$ cat src/rtl/interval_timer_pkg.sv
// rtl/interval_timer_pkg.sv - shared state encoding and defaults for interval_timer
package interval_timer_pkg;

  localparam int WIDTH_DEFAULT = 8;

  typedef enum logic {
    IDLE = 1'b0,
    RUN  = 1'b1
  } state_t;

endpackage

$ cat src/rtl/interval_timer_tff_down_counter.sv
// rtl/interval_timer_tff_down_counter.sv - toggle-flip-flop down counter with and-chain borrow
module tff_down_counter #(
  parameter int WIDTH = 8
) (
  input  logic             clk,
  input  logic             rst_n,
  input  logic             dec,
  input  logic             ld,
  input  logic [WIDTH-1:0] ld_val,
  output logic [WIDTH-1:0] q
);

  logic [WIDTH-1:0] t;

  // Bit i toggles when decrementing and every lower bit is 0 (borrow ripples up).
  always_comb begin
    t = '0;
    for (int i = 0; i < WIDTH; i++) begin
      t[i] = dec;
      for (int j = 0; j < i; j++) begin
        t[i] = t[i] & ~q[j];
      end
    end
  end

  always_ff @(posedge clk or negedge rst_n) begin
    if (!rst_n) begin
      q <= '0;
    end else if (ld) begin
      q <= ld_val;
    end else begin
      q <= q ^ t;
    end
  end

endmodule

$ cat src/rtl/interval_timer.sv
// rtl/interval_timer.sv - programmable one-shot/periodic down-counting interval timer
module interval_timer
  import interval_timer_pkg::*;
#(
  parameter int WIDTH = WIDTH_DEFAULT
) (
  input  logic             clk,
  input  logic             rst_n,
  input  logic             load,
  input  logic [WIDTH-1:0] load_val,
  input  logic             start,
  input  logic             stop,
  input  logic             periodic,
  input  logic             tick,
  output logic [WIDTH-1:0] count,
  output logic             busy,
  output logic             expire,
  output logic             err
);

  localparam logic [WIDTH-1:0] ONE = WIDTH'(1);

  state_t           state_q, state_d;
  logic [WIDTH-1:0] reload_q;
  logic [WIDTH-1:0] eff_reload;
  logic             eff_zero;
  logic             is_one;
  logic             cnt_ld, cnt_dec;
  logic             expire_d, err_d;

  // A load on the same edge as a start or auto-reload takes effect immediately.
  assign eff_reload = load ? load_val : reload_q;
  assign eff_zero   = ~|eff_reload;
  assign is_one     = &(~(count ^ ONE));

  tff_down_counter #(.WIDTH(WIDTH)) u_counter (
    .clk    (clk),
    .rst_n  (rst_n),
    .dec    (cnt_dec),
    .ld     (cnt_ld),
    .ld_val (eff_reload),
    .q      (count)
  );

  always_comb begin
    state_d  = state_q;
    cnt_ld   = 1'b0;
    cnt_dec  = 1'b0;
    expire_d = 1'b0;
    err_d    = 1'b0;
    case (state_q)
      IDLE: begin
        if (!stop && start) begin
          if (eff_zero) begin
            err_d = 1'b1;
          end else begin
            cnt_ld  = 1'b1;
            state_d = RUN;
          end
        end
      end
      RUN: begin
        if (stop) begin
          state_d = IDLE;
        end else if (start) begin
          cnt_ld = 1'b1;
          if (eff_zero) begin
            err_d   = 1'b1;
            state_d = IDLE;
          end
        end else if (tick) begin
          if (is_one) begin
            expire_d = 1'b1;
            // A zero reload cannot be held in RUN, so it ends like a one-shot.
            if (periodic && !eff_zero) begin
              cnt_ld = 1'b1;
            end else begin
              cnt_dec = 1'b1;
              state_d = IDLE;
            end
          end else begin
            cnt_dec = 1'b1;
          end
        end
      end
      default: state_d = IDLE;
    endcase
  end

  always_ff @(posedge clk or negedge rst_n) begin
    if (!rst_n) begin
      state_q  <= IDLE;
      reload_q <= '0;
      expire   <= 1'b0;
      err      <= 1'b0;
    end else begin
      state_q <= state_d;
      expire  <= expire_d;
      err     <= err_d;
      if (load) begin
        reload_q <= load_val;
      end
    end
  end

  assign busy = (state_q == RUN);

endmodule

$ cat config.mk
export PLATFORM = sky130hd
export DESIGN_NAME = interval_timer
export DESIGN_NICKNAME = d
export VERILOG_FILES = /design/src/rtl/interval_timer_pkg.sv /design/src/rtl/interval_timer_tff_down_counter.sv /design/src/rtl/interval_timer.sv
export SDC_FILE = /design/constraint.sdc
export NUM_CORES = 1
export LEC_CHECK = 0
export CAP_MARGIN = 30
export CORE_MARGIN = 3
export CORE_UTILIZATION = 51
export CTS_CLUSTER_DIAMETER = 100
export CTS_CLUSTER_SIZE = 25
export DETAILED_ROUTE_END_ITERATION = 6
export HOLD_SLACK_MARGIN = 0.05
export PLACE_DENSITY = 0.88
export RECOVER_POWER = 50
export SYNTH_ARGS = -nofsm -noshare
export SYNTH_HDL_FRONTEND = slang
export SYNTH_SLANG_ARGS = --single-unit
export TNS_END_PERCENT = 100
$ cat constraint.sdc
create_clock -name clk -period 5.1 [get_ports clk]
set_clock_uncertainty 0.1 [all_clocks]
set_input_delay 1.02 -clock clk [delete_from_list [all_inputs] [get_ports clk]]
set_output_delay 1.02 -clock clk [all_outputs]
set_load 0.005 [all_outputs]
# After elaboration in Yosys (flattened, before gate mapping)
# Index checks and enable logic that the tools add are counted.
# classes
muxes,31
bitwise,17
reduce_logical,5
# op_table
operator,n
$mux W1,26
$mux W8,2
$not A1 Y1,8
$not A8 Y8,1
$reduce_and A8 Y1,1
$reduce_or A8 Y1,1
$xor A8 B8 Y8,1
$and A1 B1 Y1,7
$pmux W1 S2,3
$logic_and A1 B1 Y1,2
$logic_not A1 Y1,1
# word_totals
register_bits,19
in_bits,15
out_inout_bits,11
wordCells,58

# Depth between registers and ports, before layout
# logic_depth
word_depth,18
depth_mapped,14
depth_no_buf,13

# Cells and area by module
# From an unflattened synthesis, not the netlist that was laid out.
# unflattened
cells_unflattened,87
area_unflattened_um2,950.9
# by_module_without_submodules
module,n_inst,cells_each,area_each_um2,seq_area_each_um2
interval_timer,1,47,546.8,275.3
tff_down_counter,1,40,404.1,200.2

# Worst setup path after synthesis
# OpenSTA, ideal clock, no wires.
# synth_timing
kind,input port to flip-flop
startpoint,input load_val[1]
endpoint,register u_counter.q[7]
setup_time_ns,0.125
arrival_ns,3.373
required_ns,4.875
path_slack_ns,1.502
stages,13
path_buffers,0
cell_sequence,or4b_4 -> o22ai_4 -> a21oi_1 -> a211oi_1 -> ha_1 -> ha_1 -> ha_1 -> ha_1 -> ha_1 -> ha_1 -> ha_1 -> xor2_1 -> mux2_4
# synth_via
elab_chain_cells,18
elab_cells_between_ends,26
cone_classes,mux (16); bitwise (8); reduce/logical (2)
# synth_rtl
item,line_no,rtl
from (decl),interval_timer.sv:10,"input logic [WIDTH-1:0] load_val,"
$mux W8 (*),-,
$reduce_or A8 Y1 (*),interval_timer.sv:33,assign eff_zero = ~|eff_reload;
$logic_and A1 B1 Y1,interval_timer.sv:75,if (periodic && !eff_zero) begin
$mux W1,interval_timer.sv:75,
$mux W1,interval_timer.sv:72,if (is_one) begin
$mux W1,interval_timer.sv:71,end else if (tick) begin
$mux W1,interval_timer.sv:65,end else if (start) begin
$mux W1,interval_timer.sv:63,if (stop) begin
$mux W1,interval_timer.sv:51,case (state_q)
$and A1 B1 Y1 (7 in a row),interval_timer_tff_down_counter.sv:21,t[i] = t[i] & ~q[j];
$xor A8 B8 Y8,interval_timer_tff_down_counter.sv:32,q <= q ^ t;
$mux W8 (*),interval_timer_tff_down_counter.sv:29,end else if (ld) begin
to (signal assigned),interval_timer_tff_down_counter.sv:30,q <= ld_val;
to (signal assigned),interval_timer_tff_down_counter.sv:32,
to (decl),interval_timer_tff_down_counter.sv:10,output logic [WIDTH-1:0] q
# Mark *: on every way between the ends. The rest lies on a longest branch, timed or not.

# Worst setup path in the final report
# layout_timing
startpoint,input load
endpoint,register u_counter.q[7]
# layout_via
elab_chain_cells,18
elab_cells_between_ends,26
cone_classes,mux (16); bitwise (8); reduce/logical (2)
# layout_rtl
item,line_no,rtl
from (decl),interval_timer.sv:9,"input logic load,"
$mux W8 (*),-,
$reduce_or A8 Y1,interval_timer.sv:33,
$logic_and A1 B1 Y1,interval_timer.sv:75,
$mux W1,interval_timer.sv:75,
$mux W1,interval_timer.sv:72,
$mux W1,interval_timer.sv:71,
$mux W1,interval_timer.sv:65,
$mux W1,interval_timer.sv:63,
$mux W1,interval_timer.sv:51,
$and A1 B1 Y1 (7 in a row),interval_timer_tff_down_counter.sv:21,
$xor A8 B8 Y8,interval_timer_tff_down_counter.sv:32,
$mux W8 (*),interval_timer_tff_down_counter.sv:29,
# Marks and branches as above.

==> run summary <==
WL/cell -> 14.1 um
cts repair resizes -> 0
Slew @ Worst Pin -> 0.822 ns
crit-path max cell delay -> 0.81 ns
synthesized area -> 1050 um^2
FP Rows -> 15
Layout area overhead -> 28.6%
status -> finished, final reports clean
die area -> 2640 um^2
Root Driver -> clkbuf_4
CTS buffer count -> 3
Peak Freq -> 232 MHz
RSZ-0062 raised after global routing -> false
Die Wd -> 51.4 um
Power Density -> 275 nW/um^2
grt ovf -> 0
Iter 0 DRT Violations -> 6
drc violations -> 0
final period utilization -> 84.4%
Fin Setup TNS -> 0 ns
gr usage total -> 16.3%
sw power -> 98.1 uW
Critical Path Most Common Cell -> ha_1
vias -> 694
Initial Util -> 57.1%
syn_nets -> 105
switching share of power -> 26.4%
RePlAce Congestion -> 0.815
Mapped Cells -> 83
Non-Filler Instances -> 136
Clock Latency Late Sink -> 0.28 ns
Hold Vio Cnt, Final -> 0
first-pass GRT wire length -> 3.16 mm
Peak VDD IR -> 0.000177 V
layout cell share with drive strength beyond 1 -> 19.8%
final setup vio count -> 0
CP Data Arrival Time -> 4.38 ns
Yosys top cell by area -> dfrtp_1
TritonRoute pass-1 iters -> 4
Mean Syn Cell Area -> 12.6 um^2
Hold Crit Class -> reg -> reg
Comb pwr share -> 30.2%
CP Max Fanout -> 12
Seq/Total Area, Yosys -> 45.3%
core area -> 1840 um^2
CP max-delay cell -> dlygate4sd3_1
routed vias/inst -> 5.10
leak pwr -> 0.000638 uW
startpoint types -> input pin
total number of yosys warnings -> 0
IO Port Bufs -> 25
Reg power frac -> 50.5%
Ant. Diodes -> 0
Final Max Tran Viols -> 0
I/O pin cnt -> 26
synth top area cells -> dfrtp_1 45%, mux2_4 11%, mux2_2 8.6%
Cell Chain, Critical Path -> dlygate4sd3_1 -> or4b_4 -> o22ai_4 -> a21oi_1 -> a211oi_1 -> ha_1 -> ha_1 -> ha_1 -> ha_1 -> ha_1 -> ha_1 -> ha_1 -> xor2_1 -> mux2_4
Post-DP HPWL -> 1.63 mm
#FFs+latches synth -> 19
Tmin final -> 4.31 ns
internal power -> 273 uW
Setup Buffers After CTS -> 0
critical path type -> in -> reg
final antenna-violating net count -> 0
design area -> 1350 um^2
number of global-route vias before repair -> 704
max-cap violations -> 0
NumNets Final -> 134
Post-DP Area -> 1320 um^2
deepest clock path buffer count -> 2
Required @ worst endpoint -> 5.17 ns
total power -> 371 uW
CTS tree -> done
fill cell count -> 137
power share of the clock group -> 19.3%
pin count of the biggest net entering global routing -> 20
top_reg_cell synth -> dfrtp_1
clock net sink count -> 19
count leader, synth -> dfrtp_1
Post-synth ARST share -> 100%
initial antenna violation count -> 0
placed insts -> 132
Distinct cells, synth -> 25
H-tree depth -> 1
relative slew slack -> 45.0%
clock-pin slew on the worst setup and hold paths -> 0.09 ns
Post-synth top cells -> 19 x dfrtp_1, 15 x inv_1, 8 x mux2_2, 8 x mux2_4, 7 x ha_1
die height -> 51.4 um
# hold bufs at CTS -> 0
total length of routed wires -> 1.92 mm
top cell type's share of synthesized area -> 45.3%
EDFF count, synth -> 0
Crit. End Element -> flip-flop
==> critical path, delay by kind of cell <==
kind | cells | cell delay, ns
adder cells (fa/ha/maj) | 7 | 1.04
multiplexers | 1 | 0.26
XOR/XNOR | 1 | 0.08
buffers and inverters | 1 | 0.81
AND/OR/NAND/NOR | 1 | 0.53
AO/OA/AOI/OAI | 3 | 0.63
==> final timing paths <==
check	startpoint	endpoint	slack (ns)	depth (start not counted)
setup reg to reg	reload_q[1]$_DFF_PN0_	u_counter.q[7]$_DFF_PN0_	1.97	13
hold reg to reg	reload_q[5]$_DFF_PN0_	reload_q[5]$_DFF_PN0_	0.44	1
hold / removal	reload_q[5]$_DFF_PN0_	reload_q[5]$_DFF_PN0_	0.44	1
min in group asynchronous	rst_n	reload_q[2]$_DFF_PN0_	1.16	1
max in group asynchronous	rst_n	u_counter.q[4]$_DFF_PN0_	3.22	1
setup / recovery	load	u_counter.q[7]$_DFF_PN0_	0.79	14
==> registers in the layout, summed over array words and instances (netlist names) <==
| name | flops |
|---|---|
| busy | 1 |
| err | 1 |
| expire | 1 |
| reload_q | 8 |
| u_counter.q | 8 |
==> kinds of logic (layout without fill, tap and decap cells) <==
logic type               count (synthesis)  after routing  synth area share (%)
adder cells (fa/ha/maj)                  7              7                  8.34
XOR/XNOR                                 1              1                 0.834
multiplexers                            16             16                  20.0
buffers and inverters                   16             44                  6.08
flip-flops                              19             19                  45.3
AND/OR/NAND/NOR                         15             15                  9.54
AO/OA/AOI/OAI                            9              9                  9.89
==> layout by cell type, fill, tap and decap left out, types with 2 or more instances in the layout <==
master,synthesis,layout
a21oi_1,3,3
clkbuf_4,0,3
clkdlybuf4s50_1,0,22
dfrtp_1,19,19
dlygate4sd3_1,0,3
ha_1,7,7
inv_1,15,15
mux2_1,0,3
mux2_2,8,5
mux2_4,8,8
nand2_1,2,2
nor3_1,2,2
nor4_1,2,2
o22ai_4,2,2
==> area by class of cell <==
cell class | instances | area (um^2) | area share, %
sequential | 19 | 475 | 35.2
inverter | 15 | 56.3 | 4.17
clock buffer | 4 | 26.3 | 1.95
tap | 25 | 31.3 | 2.32
timing repair buffer | 25 | 250 | 18.5
multi-input combinational | 48 | 510 | 37.8
==> power groups by stage <==
stage | sequential (uW) | clock [uW] | combinational, uW
after CTS | 188 | 75.2 | 115
after detailed placement | 191 | 0 | 114
after global routing | 192 | 83.2 | 122
final | 187 | 71.8 | 112
after floorplan | 190 | 0 | 57.6
after global placement | 190 | 0 | 111
==> layer usage <==
layer	part of all wire [%]	wire length, um	global-route usage [%]
met5	0	0	0
met4	0.73	14	5.24
met3	4.6	88	2.62
met2	51	978	29.2
met1	44	841	19.7
==> per-stage QoR <==
step | setup WS [ns] | hold WS [ns] | util, %
floorplan | 1.50 | 0.398 | -
global placement | 0.679 | 0.422 | 72.0
detailed placement | 0.554 | 0.426 | 72.0
CTS | 0.854 | 0.451 | 73.4
global route | 0.661 | 0.462 | 73.4
finish | 0.795 | 0.439 | 73.4
No activity file was read; power rests on OpenSTA's default activity.
